### src/rtl/id_ex_stage.sv
// ID/EX pipeline register: register-file address drive, operand/immediate capture,
// load-use hazard detection with single-bubble insertion and saturating stall counter.
module id_ex_stage #(
  parameter int CNT_W = 16
) (
  input  logic             clk,
  input  logic             rst,
  input  logic             if_valid,
  input  logic [31:0]      if_instr,
  input  logic [31:0]      if_pc4,
  input  logic             ctl_regwrite,
  input  logic             ctl_memread,
  input  logic             ctl_memwrite,
  input  logic             ctl_memtoreg,
  input  logic             ctl_alusrc,
  input  logic             ctl_regdst,
  input  logic [1:0]       ctl_aluop,
  input  logic             hold,
  input  logic             flush,
  output logic [4:0]       rf_read1,
  output logic [4:0]       rf_read2,
  input  logic [31:0]      rf_data1,
  input  logic [31:0]      rf_data2,
  output logic             stall,
  output logic             ex_valid,
  output logic             ex_regwrite,
  output logic             ex_memread,
  output logic             ex_memwrite,
  output logic             ex_memtoreg,
  output logic             ex_alusrc,
  output logic             ex_regdst,
  output logic [1:0]       ex_aluop,
  output logic [4:0]       ex_rs,
  output logic [4:0]       ex_rt,
  output logic [4:0]       ex_rd,
  output logic [31:0]      ex_data1,
  output logic [31:0]      ex_data2,
  output logic [31:0]      ex_imm,
  output logic [31:0]      ex_pc4,
  output logic [CNT_W-1:0] stall_cnt
);

  logic        haz;
  logic        bubble;
  logic [31:0] imm_sext;

  assign rf_read1 = if_instr[25:21];
  assign rf_read2 = if_instr[20:16];
  assign imm_sext = {{16{if_instr[15]}}, if_instr[15:0]};

  // A load in EX whose destination is a source of the ID instruction; $zero never hazards.
  assign haz = if_valid & ex_valid & ex_memread & (ex_rt != 5'd0) &
               ((ex_rt == if_instr[25:21]) | (ex_rt == if_instr[20:16]));
  assign stall  = haz & ~flush;
  assign bubble = flush | haz;

  always_ff @(posedge clk or posedge rst) begin
    if (rst) begin
      ex_valid    <= 1'b0;
      ex_regwrite <= 1'b0;
      ex_memread  <= 1'b0;
      ex_memwrite <= 1'b0;
      ex_memtoreg <= 1'b0;
      ex_alusrc   <= 1'b0;
      ex_regdst   <= 1'b0;
      ex_aluop    <= 2'b00;
      ex_rs       <= 5'd0;
      ex_rt       <= 5'd0;
      ex_rd       <= 5'd0;
      ex_data1    <= 32'd0;
      ex_data2    <= 32'd0;
      ex_imm      <= 32'd0;
      ex_pc4      <= 32'd0;
      stall_cnt   <= '0;
    end else if (!hold) begin
      if (bubble) begin
        ex_valid    <= 1'b0;
        ex_regwrite <= 1'b0;
        ex_memread  <= 1'b0;
        ex_memwrite <= 1'b0;
        ex_memtoreg <= 1'b0;
        ex_alusrc   <= 1'b0;
        ex_regdst   <= 1'b0;
        ex_aluop    <= 2'b00;
        ex_rs       <= 5'd0;
        ex_rt       <= 5'd0;
        ex_rd       <= 5'd0;
        ex_data1    <= 32'd0;
        ex_data2    <= 32'd0;
        ex_imm      <= 32'd0;
        ex_pc4      <= 32'd0;
      end else begin
        // Control is gated by if_valid so an empty slot can never write state.
        ex_valid    <= if_valid;
        ex_regwrite <= if_valid & ctl_regwrite;
        ex_memread  <= if_valid & ctl_memread;
        ex_memwrite <= if_valid & ctl_memwrite;
        ex_memtoreg <= if_valid & ctl_memtoreg;
        ex_alusrc   <= if_valid & ctl_alusrc;
        ex_regdst   <= if_valid & ctl_regdst;
        ex_aluop    <= if_valid ? ctl_aluop : 2'b00;
        ex_rs       <= if_instr[25:21];
        ex_rt       <= if_instr[20:16];
        ex_rd       <= if_instr[15:11];
        ex_data1    <= rf_data1;
        ex_data2    <= rf_data2;
        ex_imm      <= imm_sext;
        ex_pc4      <= if_pc4;
      end
      if (!flush && haz && (stall_cnt != {CNT_W{1'b1}}))
        stall_cnt <= stall_cnt + {{(CNT_W-1){1'b0}}, 1'b1};
    end
  end

endmodule
### config.mk
export PLATFORM = sky130hd
export DESIGN_NAME = id_ex_stage
export DESIGN_NICKNAME = d
export VERILOG_FILES = /design/src/rtl/id_ex_stage.sv
export SDC_FILE = /design/constraint.sdc
export NUM_CORES = 1
export LEC_CHECK = 0
export CORE_MARGIN = 5
export CORE_UTILIZATION = 35
export DETAILED_ROUTE_END_ITERATION = 6
export PLACE_DENSITY_LB_ADDON = 0.15
export SETUP_SLACK_MARGIN = 0.4
export SLEW_MARGIN = 20
export SYNTH_ARGS = -nofsm -noshare
export SYNTH_HDL_FRONTEND = slang
export SYNTH_SLANG_ARGS = --single-unit
### constraint.sdc
create_clock -name clk -period 5.5 [get_ports clk]
set_clock_uncertainty 0.15 [all_clocks]
set_input_delay 1.65 -clock clk [delete_from_list [all_inputs] [get_ports clk]]
set_output_delay 1.65 -clock clk [all_outputs]
set_load 0.02 [all_outputs]
==> summary.md, run 1 <==
| Metric | Value |
|---|---|
| Run status | finished clean |
| Crit start category | primary input |
| CP max FO | 3 |
| Final Slew Violations | 0 |
| CP Data Arrival Time | 3110 ps |
| CP Class | in -> out |
| Combinational share of power | 18.7% |
| CTS tree | built |
| DR WL met3 | 1.407 mm |
| Number of global-route vias before repair | 4992 |
| Die Area | 19440 um^2 |
| First-pass GRT wire length | 28.45 mm |
| Largest net degree at the start of global routing | 108 |
| Max-capacitance violation count | 0 |
| PortBufs | 313 |
| Unique masters post-synth | 30 |
| RSZ-0062 raised after global routing | false |
| Worst Path Required | 3700 ps |
| Vias | 4690 |
| Gpl congestion | 0.8275 |
| Hold crit path type | reg -> reg |
| Final net count | 848 |
| Routed WL per cell | 19.40 um |
| Internal | 2224 uW |
| Type of destination of the critical path | primary output |
| Metal2 WL | 9.444 mm |
| Hold_buf cts | 0 |
| Synth Net Count | 570 |
| Clk slew on worst S/H paths | 60 ps |
| Pleak | 0.004096 uW |
| Post-Syn Area per Cell | 13.70 um^2 |
| Root buf cell | clkbuf_16 |
| Mapped Area | 5864 um^2 |
| Achievable frequency | 203.8 MHz |
| Core box area | 16520 um^2 |
| Longest Clk Path Bufs | 2 |
| Wirelength, routed | 18.18 mm |
| Sequential share of power | 40.3% |
| Fill cells | 1343 |
| Grt ovf | 0 |
| Final setup fails | 0 |
| Cell Rows | 47 |
| Final setup TNS | 0 ps |
| DIE WIDTH | 139.4 um |
| Synth warn | 0 |
| Reg2Reg Setup Slack | 2730 ps |
| Via density | 5.005 |
| Worst-Skew Late Latency | 410 ps |
| Seq/Total Area, Yosys | 62.73% |
| Share of power burned in the clock network | 41.0% |
| Antenna violations before repair | 0 |
| Hold Vio Cnt, Final | 0 |
| Synthesis-stage register bit count | 147 |
| Uppermost layer routed | met4 |
| Ports | 320 |
| Drt pass-1 iters | 4 |
| Overall Power | 2987 uW |
| Setup Fix Bufs, Post-CTS | 0 |
| Net Sw Frac | 25.55% |
| Antenna diodes | 0 |
| Die Ht | 139.4 um |
| Final Hold Slack | 337.6 ps |
| Antenna viol nets, final | 0 |
| Post-route minimum period | 4906 ps |
| P per Cell Area | 312.6 nW/um^2 |
| CTS H-Tree Depth | 4 |
| Switching power | 763.3 uW |
| Worst-Margin Slew | 811.6 ps |
| Layout cells sized above 1 | 6.695% |
| Area Overhead vs Synth | 62.94% |
| Wl on met1 | 6.853 mm |
| TritonCTS buffer count | 17 |
| VDD IR max | 0.2138 mV |
| Mapped Cells | 428 |
| # clock sinks | 147 |
| 1st-iter DRT viols | 199 |
| Crit share post-route | 89.20% |
| Drt drc | 0 |
| Hpwl dp | 12.99 mm |
| Overall fraction of global-route tracks in use | 18.42% |
| Max_slew headroom | 45.90% |
| Starting density of the core | 35.49% |
## final timing paths
path                                            endpoint  cells past startpoint                    start
worst max register to register  ex_data1[26]$_DFFE_PP0N_                      5     ex_rt[1]$_DFFE_PP0N_
worst min register to register   ex_memtoreg$_DFFE_PP0N_                      1  ex_memtoreg$_DFFE_PP0N_
worst max-delay path                               stall                      7             if_instr[25]
max in group asynchronous           ex_rt[1]$_DFFE_PP0N_                      3                      rst
worst min-delay path             ex_memtoreg$_DFFE_PP0N_                      1  ex_memtoreg$_DFFE_PP0N_
min in group asynchronous       ex_data2[22]$_DFFE_PP0N_                      3                      rst
## stage by stage
stage               worst slack, ps  instance area [um^2]  instances  utilization, %
floorplan                     837.9                  5868        428               -
global placement              195.8                  8909        906           53.91
detailed placement            186.3                  8909        906           53.91
CTS                           400.1                  9528        936           57.66
global route                  494.4                  9555        937           57.83
finish                        594.1                  9555        937           57.83
## sequential cells by signal (all words and copies together), names as in the netlist
| register | cells |
|---|---|
| stall_cnt | 16 |
| ex_memtoreg | 1 |
| ex_pc4 | 32 |
| ex_rt | 5 |
| ex_aluop | 2 |
| ex_imm | 12 |
| ex_data2 | 32 |
| ex_rs | 5 |
| ex_regwrite | 1 |
| ex_memwrite | 1 |
| ex_data1 | 32 |
| ex_alusrc | 1 |
| ex_regdst | 1 |
| ex_valid | 1 |
| ex_rd | 4 |
| ex_memread | 1 |
## critical path: stages
cell and delay (ps):
clkdlybuf4s50_1 580, xnor2_1 150, nand3_1 130, o22ai_2 220, nand2_1 100, nor2_1 100, clkbuf_2 170
## synth_stat cells
master | n | area share, %
a21oi_1 | 3 | 0.26
nand2_1 | 8 | 0.51
and3_1 | 7 | 0.75
buf_2 | 5 | 0.43
and4bb_2 | 1 | 0.21
dfrtp_1 | 147 | 63
o22ai_2 | 1 | 0.21
a22o_1 | 123 | 18
buf_4 | 31 | 4.0
or4b_1 | 1 | 0.17
xnor2_1 | 23 | 3.4
mux2_2 | 2 | 0.38
a21oi_4 | 1 | 0.28
nand3_1 | 10 | 0.85
a32o_1 | 8 | 1.4
or4_1 | 1 | 0.13
nand4_1 | 10 | 1.1
and4_1 | 2 | 0.30
o21ai_1 | 1 | 0.085
and2_1 | 1 | 0.11
nor2_1 | 7 | 0.45
o21a_2 | 1 | 0.15
ha_1 | 1 | 0.21
or2_2 | 1 | 0.11
o21ai_0 | 1 | 0.085
inv_1 | 2 | 0.13
buf_6 | 10 | 1.9
clkbuf_1 | 16 | 1.0
a2111oi_0 | 1 | 0.15
nor3_1 | 2 | 0.17
## kinds of logic (layout without fill, tap and decap cells)
logic type	count (synthesis)	in the layout	synth area share, %
flops	147	147	62.73
simple gates	51	51	4.822
mux	2	2	0.3840
fa+ha+maj	1	1	0.2133
buf+inv	64	353	7.467
compound gates	140	140	20.95
xor+xnor	23	23	3.435
## layout by cell type (no fill, tap or decap), types with 7 or more instances in the layout
cell	n
clkdlybuf4s50_1	311
nand3_1	10
nor2_1	7
nand4_1	10
nand2_1	8
dfrtp_1	147
clkbuf_16	17
and3_1	7
a22o_1	123
xnor2_1	23
a32o_1	8
## power groups by stage
stage               clock network (uW)  logic (uW)  registers (uW)
floorplan                            0         175            1310
global placement                     0         557            1220
detailed placement                   0         563            1220
CTS                               1250         565            1200
global route                      1290         589            1210
finish                            1220         559            1200
## layout make-up
cell class / count / area [um^2] / share of cell area, %
clock buffer: 18 / 439.2 / 4.596
clock inverter: 12 / 181.4 / 1.899
inverter: 2 / 11.26 / 0.1178
multi-input combinational: 217 / 1748 / 18.29
sequential: 147 / 3679 / 38.50
tap: 220 / 275.3 / 2.881
timing repair buffer: 321 / 3222 / 33.72
## per-layer routing
layer | vias to the layer above | GRT usage, %
li1 | 2136 | -
met3 | 35 | 6.141
met5 | - | 0
met2 | 205 | 32.11
met4 | 0 | 7.055
met1 | 2314 | 20.95
## what timing repair did
| action | 4_1_cts | 5_1_grt |
|---|---|---|
| endpoints found under the hold margin | 0 | 0 |
| gates resized for setup | 1 | 2 |
| endpoints found under the setup margin | 1 | 1 |
Power figures use the tool's default switching activity.
==> run 2: changes to the inputs <==
--- a/config.mk
+++ b/config.mk
@@ -9,6 +9,7 @@
 export CORE_UTILIZATION = 35
 export DETAILED_ROUTE_END_ITERATION = 6
 export PLACE_DENSITY_LB_ADDON = 0.15
+export RECOVER_POWER = 100
 export SETUP_SLACK_MARGIN = 0.4
 export SLEW_MARGIN = 20
 export SYNTH_ARGS = -nofsm -noshare
==> summary.md, run 2 (same netlist as run 1, synthesis figures left out) <==
| Metric | Value |
|---|---|
| CTS H-Tree Depth | 4 (unchanged) |
| Hold_buf cts | 0 (unchanged) |
| Combinational share of power | 17.8% (-0.9 points) |
| Placed insts | 906 (unchanged) |
| Post-route cell area | 9518 um^2 (-0.39%) |
| Run status | finished, violations left |
| Hpwl dp | 12.99 mm (unchanged) |
| Overall Power | 2943 uW (-1.5%) |
| Post-route minimum period | 5099 ps (+193.4 ps) |
| Final setup fails | 0 (unchanged) |
| Switching power | 754.0 uW (-1.2%) |
| Antenna diodes | 0 (unchanged) |
| Violated checks | capacitance limit, slew limit |
| RSZ-0062 raised after global routing | false |
| Vias | 4711 (+0.45%) |
| Core box area | 16520 um^2 (unchanged) |
| Share of power burned in the clock network | 41.5% (+0.5 points) |
| Fill cells | 1350 (+0.52%) |
| Wirelength, routed | 18.13 mm (-0.25%) |
| DP Area | 8909 um^2 (unchanged) |
| Cell Rows | 47 (unchanged) |
| Gpl congestion | 0.8275 (unchanged) |
| Layout Utilization | 57.60% (-0.23 points) |
| Grt ovf | 0 (unchanged) |
| Crit start category | primary input |
| Hold crit path type | reg -> reg |
| Type of destination of the critical path | primary output |
| Most common cell after layout, fill and taps aside | dlygate4sd3_1 |
| Pleak | 0.004472 uW (+9.2%) |
| CP Data Arrival Time | 3300 ps (+190 ps) |
| Setup crit start | if_instr[25] |
| Clk slew on worst S/H paths | 60 ps (about the same) |
| CP max stage delay | 620 ps (+40 ps) |
| Net Sw Frac | 25.62% (+0.072 points) |
| Starting density of the core | 35.49% (unchanged) |
| Die Ht | 139.4 um (unchanged) |
| VDD IR max | 0.2136 mV (about the same) |
| Largest registers | ex_data1: 32 flops, ex_data2: 32 flops, ex_pc4: 32 flops |
| First-pass GRT wire length | 28.45 mm (unchanged) |
| Overall fraction of global-route tracks in use | 18.42% (unchanged) |
| Layout cells sized above 1 | 6.137% (-0.56 points) |
| Worst Path Required | 3700 ps (about the same) |
| 1st-iter DRT viols | 200 (+0.50%) |
| Most frequent cells in the layout | dlygate4sd3_1 (180), dfrtp_1 (147), clkdlybuf4s50_1 (131) |
| CP max FO | 3 (unchanged) |
| Antenna viol nets, final | 0 (unchanged) |
| DIE WIDTH | 139.4 um (unchanged) |
| Worst-Margin Slew | 2073 ps (+1262 ps) |
| Via density | 5.028 (+0.45%) |
| Post-route insts no fill | 937 (unchanged) |
| Crit share post-route | 92.71% (+3.5 points) |
| Routed WL per cell | 19.35 um (-0.25%) |
| Setup Fix Bufs, Post-CTS | 0 (unchanged) |
| Final Slew Violations | 149 (+149) |
| Die Area | 19440 um^2 (unchanged) |
| Crit-path cells | dlygate4sd3_1 > xnor2_1 > nand3_1 > o22ai_1 > nand2_1 > nor2_1 > clkbuf_1 |
| CP max-delay cell | dlygate4sd3_1 |
| Max-capacitance violation count | 2 (+2) |
| Hold_sp | ex_memtoreg$_DFFE_PP0N_ |
| Achievable frequency | 196.1 MHz (-3.8%) |
| Root buf cell | clkbuf_16 |
| Ports | 320 (unchanged) |
| Largest net degree at the start of global routing | 108 (unchanged) |
| Max_slew headroom | -38.22% (-84 points) |
| Hold Vio Cnt, Final | 0 (unchanged) |
| Sequential share of power | 40.8% (+0.5 points) |
| Area Overhead vs Synth | 62.30% |
| Internal | 2189 uW (-1.6%) |
| Antenna violations before repair | 0 (unchanged) |
| CP Class | in -> out |
| P per Cell Area | 309.2 nW/um^2 (-1.1%) |
| TritonCTS buffer count | 17 (unchanged) |
| # clock sinks | 147 (unchanged) |
| Drt drc | 0 (unchanged) |
| Drt pass-1 iters | 4 (unchanged) |
| Worst-Skew Late Latency | 410 ps (about the same) |
| Longest Clk Path Bufs | 2 (unchanged) |
| Final setup TNS | 0 ps (unchanged) |
| Number of global-route vias before repair | 4992 (unchanged) |
| Final net count | 848 (unchanged) |
| CTS tree | built |
| Worst r2r src | ex_rt[0]$_DFFE_PP0N_ |
| PortBufs | 313 (unchanged) |
run 2: worst paths after layout:
| check | end | slack (ps) | cells past startpoint |
|---|---|---|---|
| hold reg to reg | ex_memtoreg$_DFFE_PP0N_ | 330 | 1 |
| setup / recovery | stall | 400 | 7 |
| setup reg to reg | ex_alusrc$_DFFE_PP0N_ | 1910 | 7 |
| max in group asynchronous | ex_rt[4]$_DFFE_PP0N_ | 1620 | 3 |
| hold / removal | ex_memtoreg$_DFFE_PP0N_ | 330 | 1 |
| min in group asynchronous | ex_data2[21]$_DFFE_PP0N_ | 2140 | 3 |
run 2: repair_timing:
action,CTS,global route
gates resized for setup,1,2
pin swaps,0,0
endpoints found under the setup margin,1,1
gates cloned,0,0
run 2: critical path, delay by kind of cell:
family	cells	cell delay [ps]
buffers and inverters	2	860
and+or+nand+nor	3	340
AOI/OAI and AO/OA	1	270
xor gates and xnor gates	1	180
run 2: stage by stage:
step	setup WS [ps]	hold WS, ps
after floorplan	837.9	443.1
after global placement	195.8	324.8
after detailed placement	186.3	329.8
after CTS	400.1	343.1
after global routing	291.9	344.4
final	400.8	332.7
run 2: power groups by stage:
| stage | Sequential (uW) | Clock (uW) | Combinational, uW |
|---|---|---|---|
| 2_1_floorplan | 1310 | 0 | 175 |
| 3_5_place_dp | 1220 | 0 | 563 |
| 5_1_grt | 1210 | 1290 | 553 |
| 4_1_cts | 1200 | 1250 | 565 |
| 6_report | 1200 | 1220 | 523 |
| 3_3_place_gp | 1220 | 0 | 557 |
run 2: routing by layer:
layer,global-route usage [%],up-vias,wire length (um)
met2,32.11,197,9472
met5,0,-,0
li1,-,2147,-
met4,7.055,0,456
met3,6.141,33,1324
met1,20.95,2334,6877
run 2: area by class of cell:
class / count / area [um^2] / share of cell area, %
Clock buffer: 18 / 439.2 / 4.614
Timing Repair Buffer: 321 / 3191 / 33.52
Inverter: 2 / 11.26 / 0.1183
Tap cell: 220 / 275.3 / 2.892
Clock inverter: 12 / 181.4 / 1.906
Multi-Input combinational cell: 217 / 1742 / 18.30
Sequential cell: 147 / 3679 / 38.65
